`src/rtl/match_event_logger.sv`:
```
// rtl/match_event_logger.sv - timestamps detector matches into a FWFT FIFO with counters
module match_event_logger #(
  parameter int TS_W  = 16,
  parameter int CNT_W = 8,
  parameter int DEPTH = 4
) (
  input  logic                     clk,
  input  logic                     reset,
  input  logic                     clear,
  input  logic                     bit_en,
  input  logic                     z,
  output logic                     ev_valid,
  input  logic                     ev_ready,
  output logic [TS_W-1:0]          ev_ts,
  output logic [CNT_W-1:0]         match_cnt,
  output logic [$clog2(DEPTH):0]   fifo_level,
  output logic                     overflow
);

  localparam int PTR_W = $clog2(DEPTH);
  localparam int LVL_W = PTR_W + 1;

  logic [TS_W-1:0]  ts;
  logic [TS_W-1:0]  mem [DEPTH];
  logic [PTR_W-1:0] wr_ptr;
  logic [PTR_W-1:0] rd_ptr;
  logic             match;
  logic             full;
  logic             pop;
  logic             push;

  assign match    = bit_en & z;
  assign full     = (fifo_level == LVL_W'(DEPTH));
  assign ev_valid = (fifo_level != '0);
  assign pop      = ev_valid & ev_ready;
  // A full FIFO still accepts a push when the head leaves on the same edge.
  assign push     = match & (~full | pop);

  // Head is gated so an empty FIFO always presents zero, never stale storage.
  assign ev_ts = ev_valid ? mem[rd_ptr] : '0;

  always_ff @(posedge clk) begin
    if (push) begin
      mem[wr_ptr] <= ts;
    end
  end

  always_ff @(posedge clk or posedge reset) begin
    if (reset) begin
      ts         <= '0;
      match_cnt  <= '0;
      wr_ptr     <= '0;
      rd_ptr     <= '0;
      fifo_level <= '0;
      overflow   <= 1'b0;
    end else if (clear) begin
      ts         <= '0;
      match_cnt  <= '0;
      wr_ptr     <= '0;
      rd_ptr     <= '0;
      fifo_level <= '0;
      overflow   <= 1'b0;
    end else begin
      if (bit_en) begin
        ts <= ts + TS_W'(1);
      end
      if (match && match_cnt != {CNT_W{1'b1}}) begin
        match_cnt <= match_cnt + CNT_W'(1);
      end
      if (push) begin
        wr_ptr <= wr_ptr + PTR_W'(1);
      end
      if (pop) begin
        rd_ptr <= rd_ptr + PTR_W'(1);
      end
      if (push && !pop) begin
        fifo_level <= fifo_level + LVL_W'(1);
      end else if (pop && !push) begin
        fifo_level <= fifo_level - LVL_W'(1);
      end
      if (match && !push) begin
        overflow <= 1'b1;
      end
    end
  end

endmodule

```
`config.mk`:
```
export PLATFORM = sky130hd
export DESIGN_NAME = match_event_logger
export DESIGN_NICKNAME = d
export VERILOG_FILES = /design/src/rtl/match_event_logger.sv
export SDC_FILE = /design/constraint.sdc
export NUM_CORES = 1
export LEC_CHECK = 0
export ABC_AREA = 1
export CAP_MARGIN = 20
export CORE_ASPECT_RATIO = 0.5
export CORE_MARGIN = 2
export CORE_UTILIZATION = 45
export CTS_CLUSTER_DIAMETER = 200
export DETAILED_ROUTE_END_ITERATION = 10
export GPL_TIMING_DRIVEN = 0
export SETUP_SLACK_MARGIN = 0.02
export SLEW_MARGIN = 20
export SYNTH_ARGS = -nofsm -noshare
export SYNTH_HDL_FRONTEND = slang
export SYNTH_SLANG_ARGS = --single-unit
```
`constraint.sdc`:
```
create_clock -name clk -period 3.8 [get_ports clk]
set_input_delay 0.76 -clock clk [delete_from_list [all_inputs] [get_ports clk]]
set_output_delay 0.76 -clock clk [all_outputs]
set_load 0.05 [all_outputs]
```
**Yosys cells after proc, flatten, opt, wreduce, memory -nomap -nowiden**

Memories as Yosys holds them, arrays and structs flattened.
Cells that the tools add are included.

- $add $sub $neg: 6
- Multiplexer cells: 16
- Eq/ne operators: 2
- Bitwise operators: 5
- Reduce and logical (&&, ||, !) cells: 13

Operators with widths:

| operator | count |
|---|---|
| 16-bit two-way mux | 3 |
| 16-bit by 1-bit adder with 16-bit output, second input constant | 1 |
| 8-bit two-way mux | 2 |
| 2-bit nonzero test | 5 |
| 3-bit two-way mux | 3 |
| 8-bit by 1-bit adder with 8-bit output, second input constant | 1 |
| 2-bit two-way mux | 4 |
| 8-bit inequality test, second input constant | 1 |
| 3-bit nonzero test | 2 |
| 2-bit by 1-bit adder with 2-bit output, second input constant | 2 |
| 1-bit logical AND | 4 |
| 1-bit two-way mux | 4 |
| 3-bit by 1-bit adder with 3-bit output, second input constant | 1 |
| 1-bit bitwise AND | 3 |
| 3-bit == test, second input constant | 1 |
| 3-bit by 1-bit subtractor with 3-bit output, second input constant | 1 |
| 1-bit zero test | 2 |
| 1-bit NOT | 1 |
| 1-bit bitwise OR | 1 |

- Memories kept: 1
- Output and inout bits: 29
- Flip-flop bits (word level): 32
- Input port bits: 6
- Bits in writable memories: 64

Memory list:

| name | depth | bits a word | rd ports | clocked after memory_dff | write ports | RTL line | RTL |
|---|---|---|---|---|---|---|---|
| mem | 4 | 16 | 1 | 0 | 1 | 24 | `logic [TS_W-1:0] mem [DEPTH];` |

**Depth between registers and ports, before layout**

Gate-level depths: netlist (run 1).

- Word-level depth: 9
- Depth in mapped cells: 10
- Gate-level depth less buffers: 10

**Worst setup path before layout (run 1)**

Ideal clock, no wire load.

- Path kind: reg-to-output
- Start: register fifo_level[2]
- End: output ev_ts[10]
- Arrival time: 2.368 ns
- Path buffers: 1
- Data required time: 3.040 ns
- Stages on the path, launching flop included: 6
- Path slack: 0.672 ns
- Cell sequence: dfrtp_1 > inv_1 > nand2_1 > inv_1 > buf_2 > a21oi_1

- Longest elaborated chain between the ends: 2

RTL lines:

| what | RTL line | RTL |
|---|---|---|
| start, declared | 16 | `output logic [$clog2(DEPTH):0] fifo_level,` |
| start signal, assigned | 77 | `fifo_level <= fifo_level + LVL_W'(1);` |
| start signal, assigned | 79 | `fifo_level <= fifo_level - LVL_W'(1);` |
| 3-bit nonzero test | 34 | `assign ev_valid = (fifo_level != '0);` |
| via ev_valid | 12 | `output logic ev_valid,` |
| 16-bit two-way mux | 40 | `assign ev_ts = ev_valid ? mem[rd_ptr] : '0;` |
| end, declared | 14 | `output logic [TS_W-1:0] ev_ts,` |

The timed path passes the listed nets, and every way through them passes these cells.

**Worst setup path in the final report (run 1)**

- Start: register rd_ptr[0]
- End: output ev_ts[13]

- Longest elaborated chain between the ends: 2

RTL lines:

| what | RTL line | RTL |
|---|---|---|
| start, declared | 26 | `logic [PTR_W-1:0] rd_ptr;` |
| start signal, assigned | 74 | `rd_ptr <= rd_ptr + PTR_W'(1);` |
| memory 4 x 16 bit | n/a |  |
| 16-bit two-way mux | 40 |  |

Every way passes these cells.

==> results.toml, run 1 <==
[sta]
slew_headroom = 0.418
rsz0062_at_grt = "false"
setup_viol = 0
skew_ns = 0.00889
hold_violations = 0
timing.final.crit_share = 0.901
layout_min_cycle_time_ns = 3.42
fmax_mhz = 292
tightest_slew_ns = 0.871
drv_slew = 0
tns_ns = 0

[setup_path]
cp_cell_sequence = "buf_2, inv_1, clkbuf_1, o21ai_0, a21oi_1, clkdlybuf4s50_1"
reg2regPathDepth = 3
crit_buf_inv = 4
r2r_slack_ns = 1.77
crit_fanout = 10
critPathCaptureType = "output port"
cp_data_arrival_time_ns = 2.66
cpLargestDelayFamily = "buffers and inverters"
start_kind = "flip-flop"
cp.required_ns = 3.04
reg2reg_from = "fifo_level[2]"
cp_slowest_stage_delay_ns = 0.84
critPathSlowestCell = "clkdlybuf4s50_1"
crit_type = "flip-flop to output port"
timing.rr.end = "mem[0][5]"

[cts]
h-tree-depth = 3
cts.repair.resized = 0
cts.hold.buffers_added = 0
clk_pin_slew_worst_paths_ns = 0.07
postCtsSetupRepairBufs = 0
insertion_delay_ns = 0.35
clock-sinks = 96
cts_root_buf = "clkbuf_16"
cts_tree = "yes"
cts_inserted_buffers = 9
cts_buffer_depth = 2

[synthesis]
ys_types = 35
async_reset_ff_frac = 0.333
synthCells = 440
yosys.area.top_type = "edfxtp_1"
synth.area.top_cells = "edfxtp_1 44%, dfrtp_1 18%, nor2_1 8.6%"
synth-compound-area-share = 0.0990
synth_xor_area_frac = 0.00202
synth-edff-count = 64
yosysTopAreaCellShare = 0.443
netlist_area_mm2 = 0.00434
yosys-top-cells-count = "99 x nor2_1, 64 x edfxtp_1, 56 x nand2_1"
synth_mux_area_frac = 0
synth_nets = 453
syn_avg_cell_area_um2 = 9.86
ys_ff_latch = 96
yosysMostFrequentCell = "nor2_1"
ys_warn_count = 0
ys.flop_type = "edfxtp_1"
synthSimpleGateAreaFrac = 0.195
seq_area_frac_synth = 0.628
synth_top_family_by_area = "simple AND/OR/NAND/NOR gates"
synthAdderAreaFrac = 0.0219

[pwr]
p_sw_mw = 1.24
pwr-share-comb = 0.348
sequentialPowerShare = 0.357
cellPowerDensity_mw_per_mm2 = 636
power_frac_clock = 0.295
switching_share = 0.374
ir_drop_mv = 0.375
leakagePower_nw = 2.08
intPower_mw = 2.07

[grt]
track_usage = 0.197
antenna_found_initial = 0
grt_overflow = 0
grt_max_degree = 33
grt_pass1_wl_um = 15000
grt_pass1_vias = 2869

[drt]
ant_nets = 0
drc = 0
wire_per_inst_um = 15.1
vias = 3090
vias_per_cell = 4.93
drt_iter0_markers = 161
dr.pass1.iters = 4
totalWireLength_um = 9490

[status]
status = "complete, no violations"

[final_layout]
drive_above_1_share = 0.102
area_growth_pct = 20.0
layoutNonFillerInstCount = 627
nNetsFinal = 500
insertedDiodeCount = 0

[die]
die_h_um = 73.4
io_pins = 35
die_w_um = 143
dieArea_mm2 = 0.0105
num_rows = 25
start_util = 0.461
core_area_mm2 = 0.00942

[placement]
gp_congestion = 0.788
port_buffers = 33
dp.cells = 611
place_hpwl_um = 6540

[hold_path]
holdPathStages = 1
holdCritStartpoint = "overflow"
worstHoldEndpoint = "overflow"
hold_path.class = "flip-flop to flip-flop"

[run]
drv_cap = 0
-- registers in the layout (all words and copies together) (netlist names) --
signal	cells
match_cnt	8
ts	16
mem	64
overflow	1
rd_ptr	2
wr_ptr	2
fifo_level	3
-- worst register-to-register path, cell delays in order, from the launching register on --
cell     delay (ns)
dfrtp_1        0.43
nand3_1        0.19
nand2_1        0.28
nor2_2         0.75
-- stage by stage --
| step | hold slack [ns] | power (mW) | utilization | cell area [um^2] | setup slack [ns] |
|---|---|---|---|---|---|
| 6_report | 0.505 | 3.31 | 0.553 | 5200 | 0.377 |
| 3_5_place_dp | 0.488 | 2.36 | 0.518 | 4880 | 0.728 |
| 4_1_cts | 0.509 | 3.33 | 0.553 | 5200 | 0.360 |
| 2_1_floorplan | 0.497 | 1.97 | - | 4340 | 0.672 |
| 3_3_place_gp | 0.475 | 2.35 | 0.514 | 4840 | 0.307 |
| 5_1_grt | 0.538 | 3.45 | 0.553 | 5200 | 0.221 |
-- layout make-up --
class                           count  area (um^2)
Sequential cell                    96         2720
Buffer                             15         72.6
Tap cell                          135          169
Clock buffer                        9          225
Multi-Input combinational cell    286         1390
Clock inverter                      7          100
Inverter                           43          161
Timing Repair Buffer               36          364
Fill cell                         819         4210
-- placed cells by master (no fill, tap or decap), types with 2 or more instances in the layout --
cell,n
clkdlybuf4s50_1,33
nor2_1,95
buf_6,3
inv_1,39
nand4_1,10
a21oi_1,29
nor3_1,6
clkbuf_1,4
nand3_1,15
nand2_2,2
buf_2,10
ha_1,6
inv_6,3
nand2_1,56
dfrtp_1,32
edfxtp_1,64
a31oi_1,2
clkbuf_16,9
nor2_2,6
nand3_2,2
bufinv_16,2
o21ai_0,42
inv_2,3
-- power groups by stage --
| stage | combinational (mW) | sequential, mW | clock (mW) |
|---|---|---|---|
| 2_1_floorplan | 0.727 | 1.25 | 0 |
| 3_3_place_gp | 1.14 | 1.20 | 0 |
| 3_5_place_dp | 1.16 | 1.20 | 0 |
| 4_1_cts | 1.16 | 1.18 | 0.987 |
| 5_1_grt | 1.24 | 1.19 | 1.03 |
| 6_report | 1.15 | 1.18 | 0.976 |
-- worst max-delay path by stage --
stage,start,end,slack (ns),cells after the start
floorplan,fifo_level[2],ev_ts[10],0.67,5
global placement,bit_en,mem[2][12],0.31,5
detailed placement,bit_en,mem[0][7],0.73,5
CTS,rd_ptr[0],ev_ts[13],0.36,6
global route,rd_ptr[0],ev_ts[8],0.22,6
finish,rd_ptr[0],ev_ts[13],0.38,6
-- routing by layer --
metal / up-vias / track usage / wire [um]
li1: 1575 / - / -
met3: 8 / 0.0522 / 566
met1: 1420 / 0.280 / 4740
met2: 87 / 0.306 / 4090
met5: - / 0 / 0
met4: 0 / 0.0528 / 90
-- logic make-up (layout without fill, tap and decap cells) --
logic type	Yosys count	count (layout)
compound gates	81	81
simple gates	197	197
xor+xnor	1	1
flops	96	96
fa+ha+maj	7	7
buf+inv	58	110
No activity file was read; power rests on OpenSTA's default activity.
==> inputs of run 2 (changes only) <==
--- a/config.mk
+++ b/config.mk
@@ -9,7 +9,7 @@
 export CAP_MARGIN = 20
 export CORE_ASPECT_RATIO = 0.5
 export CORE_MARGIN = 2
-export CORE_UTILIZATION = 45
+export CORE_UTILIZATION = 30
 export CTS_CLUSTER_DIAMETER = 200
 export DETAILED_ROUTE_END_ITERATION = 10
 export GPL_TIMING_DRIVEN = 0
==> run 2 against run 1 <==
Power shrank 1.1%. Non-clock buffer count did not move. Setup slack improved by 0.030 ns. Hold slack gained 0.0010 ns. Largest cell class unchanged.
==> results.toml, run 2 (synthesis gave the netlist of run 1 again) <==
[status]
status = "complete, no violations"

[sta]
layout_min_cycle_time_ns = 3.39
slew_headroom = 0.404
tns_ns = 0
hold_violations = 0
skew_ns = 0.00585
timing.final.crit_share = 0.893
rsz0062_at_grt = "false"
setup_viol = 0
drv_slew = 0
tightest_slew_ns = 0.893
fmax_mhz = 295
fin_ws_ns = 0.408

[final_layout]
largest_reg_flops = 64
top_regs = "mem x64, ts x16, match_cnt x8"
nNetsFinal = 500
layout_common_cells = "95 x nor2_1, 64 x edfxtp_1, 56 x nand2_1"
insertedDiodeCount = 0
multi_input_area_mm2 = 0.00139
drive_above_1_share = 0.102
area_growth_pct = 21.5
final_common_cell = "nor2_1"
regMostFlops = "mem"
fill_cells = 1410
seq_area_mm2 = 0.00272

[grt]
grt_use_met3 = 0.0361
top_usage_layer = "met2"
grt_max_degree = 33
grt_pass1_wl_um = 16100
grt_pass1_vias = 3153
track_usage = 0.137
grt_overflow = 0
grt_use_met2 = 0.244
antenna_found_initial = 0
use_met1 = 0.168

[placement]
place_hpwl_um = 6760
gp_congestion = 0.777
port_buffers = 33
place_ws_ns = 0.694

[cts]
cts_tree = "yes"
cts.repair.resized = 0
insertion_delay_ns = 0.34
clk_pin_slew_worst_paths_ns = 0.07
cts_buffer_depth = 2
h-tree-depth = 3
cts.hold.buffers_added = 0
clock-sinks = 96
cts_inserted_buffers = 9
postCtsSetupRepairBufs = 0
cts_root_buf = "clkbuf_16"

[drt]
drt_iter0_markers = 143
wire_per_inst_um = 14.5
vias = 3216
totalWireLength_um = 9940
vias_per_cell = 4.70
dr.pass1.iters = 4
drc = 0
ant_nets = 0

[setup_path]
start_kind = "flip-flop"
crit_type = "flip-flop to output port"
startpoint = "rd_ptr[0]"
reg2reg_from = "fifo_level[2]"
reg2regPathDepth = 3
crit_fanout = 10
cp_data_arrival_time_ns = 2.63
cp.required_ns = 3.04
critPathCaptureType = "output port"

[die]
die_h_um = 89.0
num_rows = 30
die_w_um = 174
dieArea_mm2 = 0.0155
core_area_mm2 = 0.0138
io_pins = 35
start_util = 0.314

[pwr]
ir_drop_mv = 0.217
cellPowerDensity_mw_per_mm2 = 621
leakagePower_nw = 2.08

[run]
drv_cap = 0

[hold_path]
holdPathStages = 1
holdCritStartpoint = "overflow"
hold_path.class = "flip-flop to flip-flop"
==> run 2: cell types whose count changed in the layout (fill, tap and decap cells not counted), sizes merged <==
cell / before / now
bufinv: 2 / 1
inv: 45 / 46
==> run 2: critical path: stages (launching register included) <==
cell,delay (ns)
dfrtp_1,0.35
buf_2,0.15
inv_1,0.13
clkbuf_1,0.44
o21ai_0,0.20
a21oi_1,0.19
clkdlybuf4s50_1,0.83
==> run 2: path summary, 6_finish.rpt <==
kind                             end  slack, ns
max                        ev_ts[14]       0.41
min                         overflow       0.51
max reg2reg                mem[0][0]       1.77
min reg2reg                 overflow       0.51
max in group asynchronous     ts[14]       2.50
min in group asynchronous  wr_ptr[1]       0.85
==> run 2: final cells by class <==
type,instances,share of cell area
Buffer,15,0.0138
Clock buffer,9,0.0428
Clock inverter,7,0.0159
Inverter,43,0.0306
Multi-Input combinational cell,286,0.264
Sequential cell,96,0.517
Tap cell,192,0.0456
Timing Repair Buffer,36,0.0705
==> run 2: where the power goes <==
group | leakage (nW) | switching (mW) | total, mW | internal [mW]
clock | 0.154 | 0.412 | 0.936 | 0.524
combinational | 0.876 | 0.823 | 1.16 | 0.333
sequential | 1.05 | 0.0262 | 1.18 | 1.16
total | 2.08 | 1.26 | 3.27 | 2.01
==> run 2: per-stage QoR <==
stage          utilization  power [mW]  hold slack [ns]  cells  cell area, um^2
6_report             0.381        3.27            0.506    684             5270
5_1_grt              0.381        3.43            0.515    684             5270
2_1_floorplan            -        1.97            0.497    440             4340
3_5_place_dp         0.359        2.37            0.490    668             4960
3_3_place_gp         0.355        2.36            0.481    665             4910
4_1_cts              0.381        3.31            0.506    684             5270
==> run 2: metal layers <==
metal / part of all wire / vias up
met5: 0 / -
met4: 0.010 / 0
met3: 0.047 / 10
met2: 0.47 / 57
met1: 0.47 / 1563
li1: - / 1586
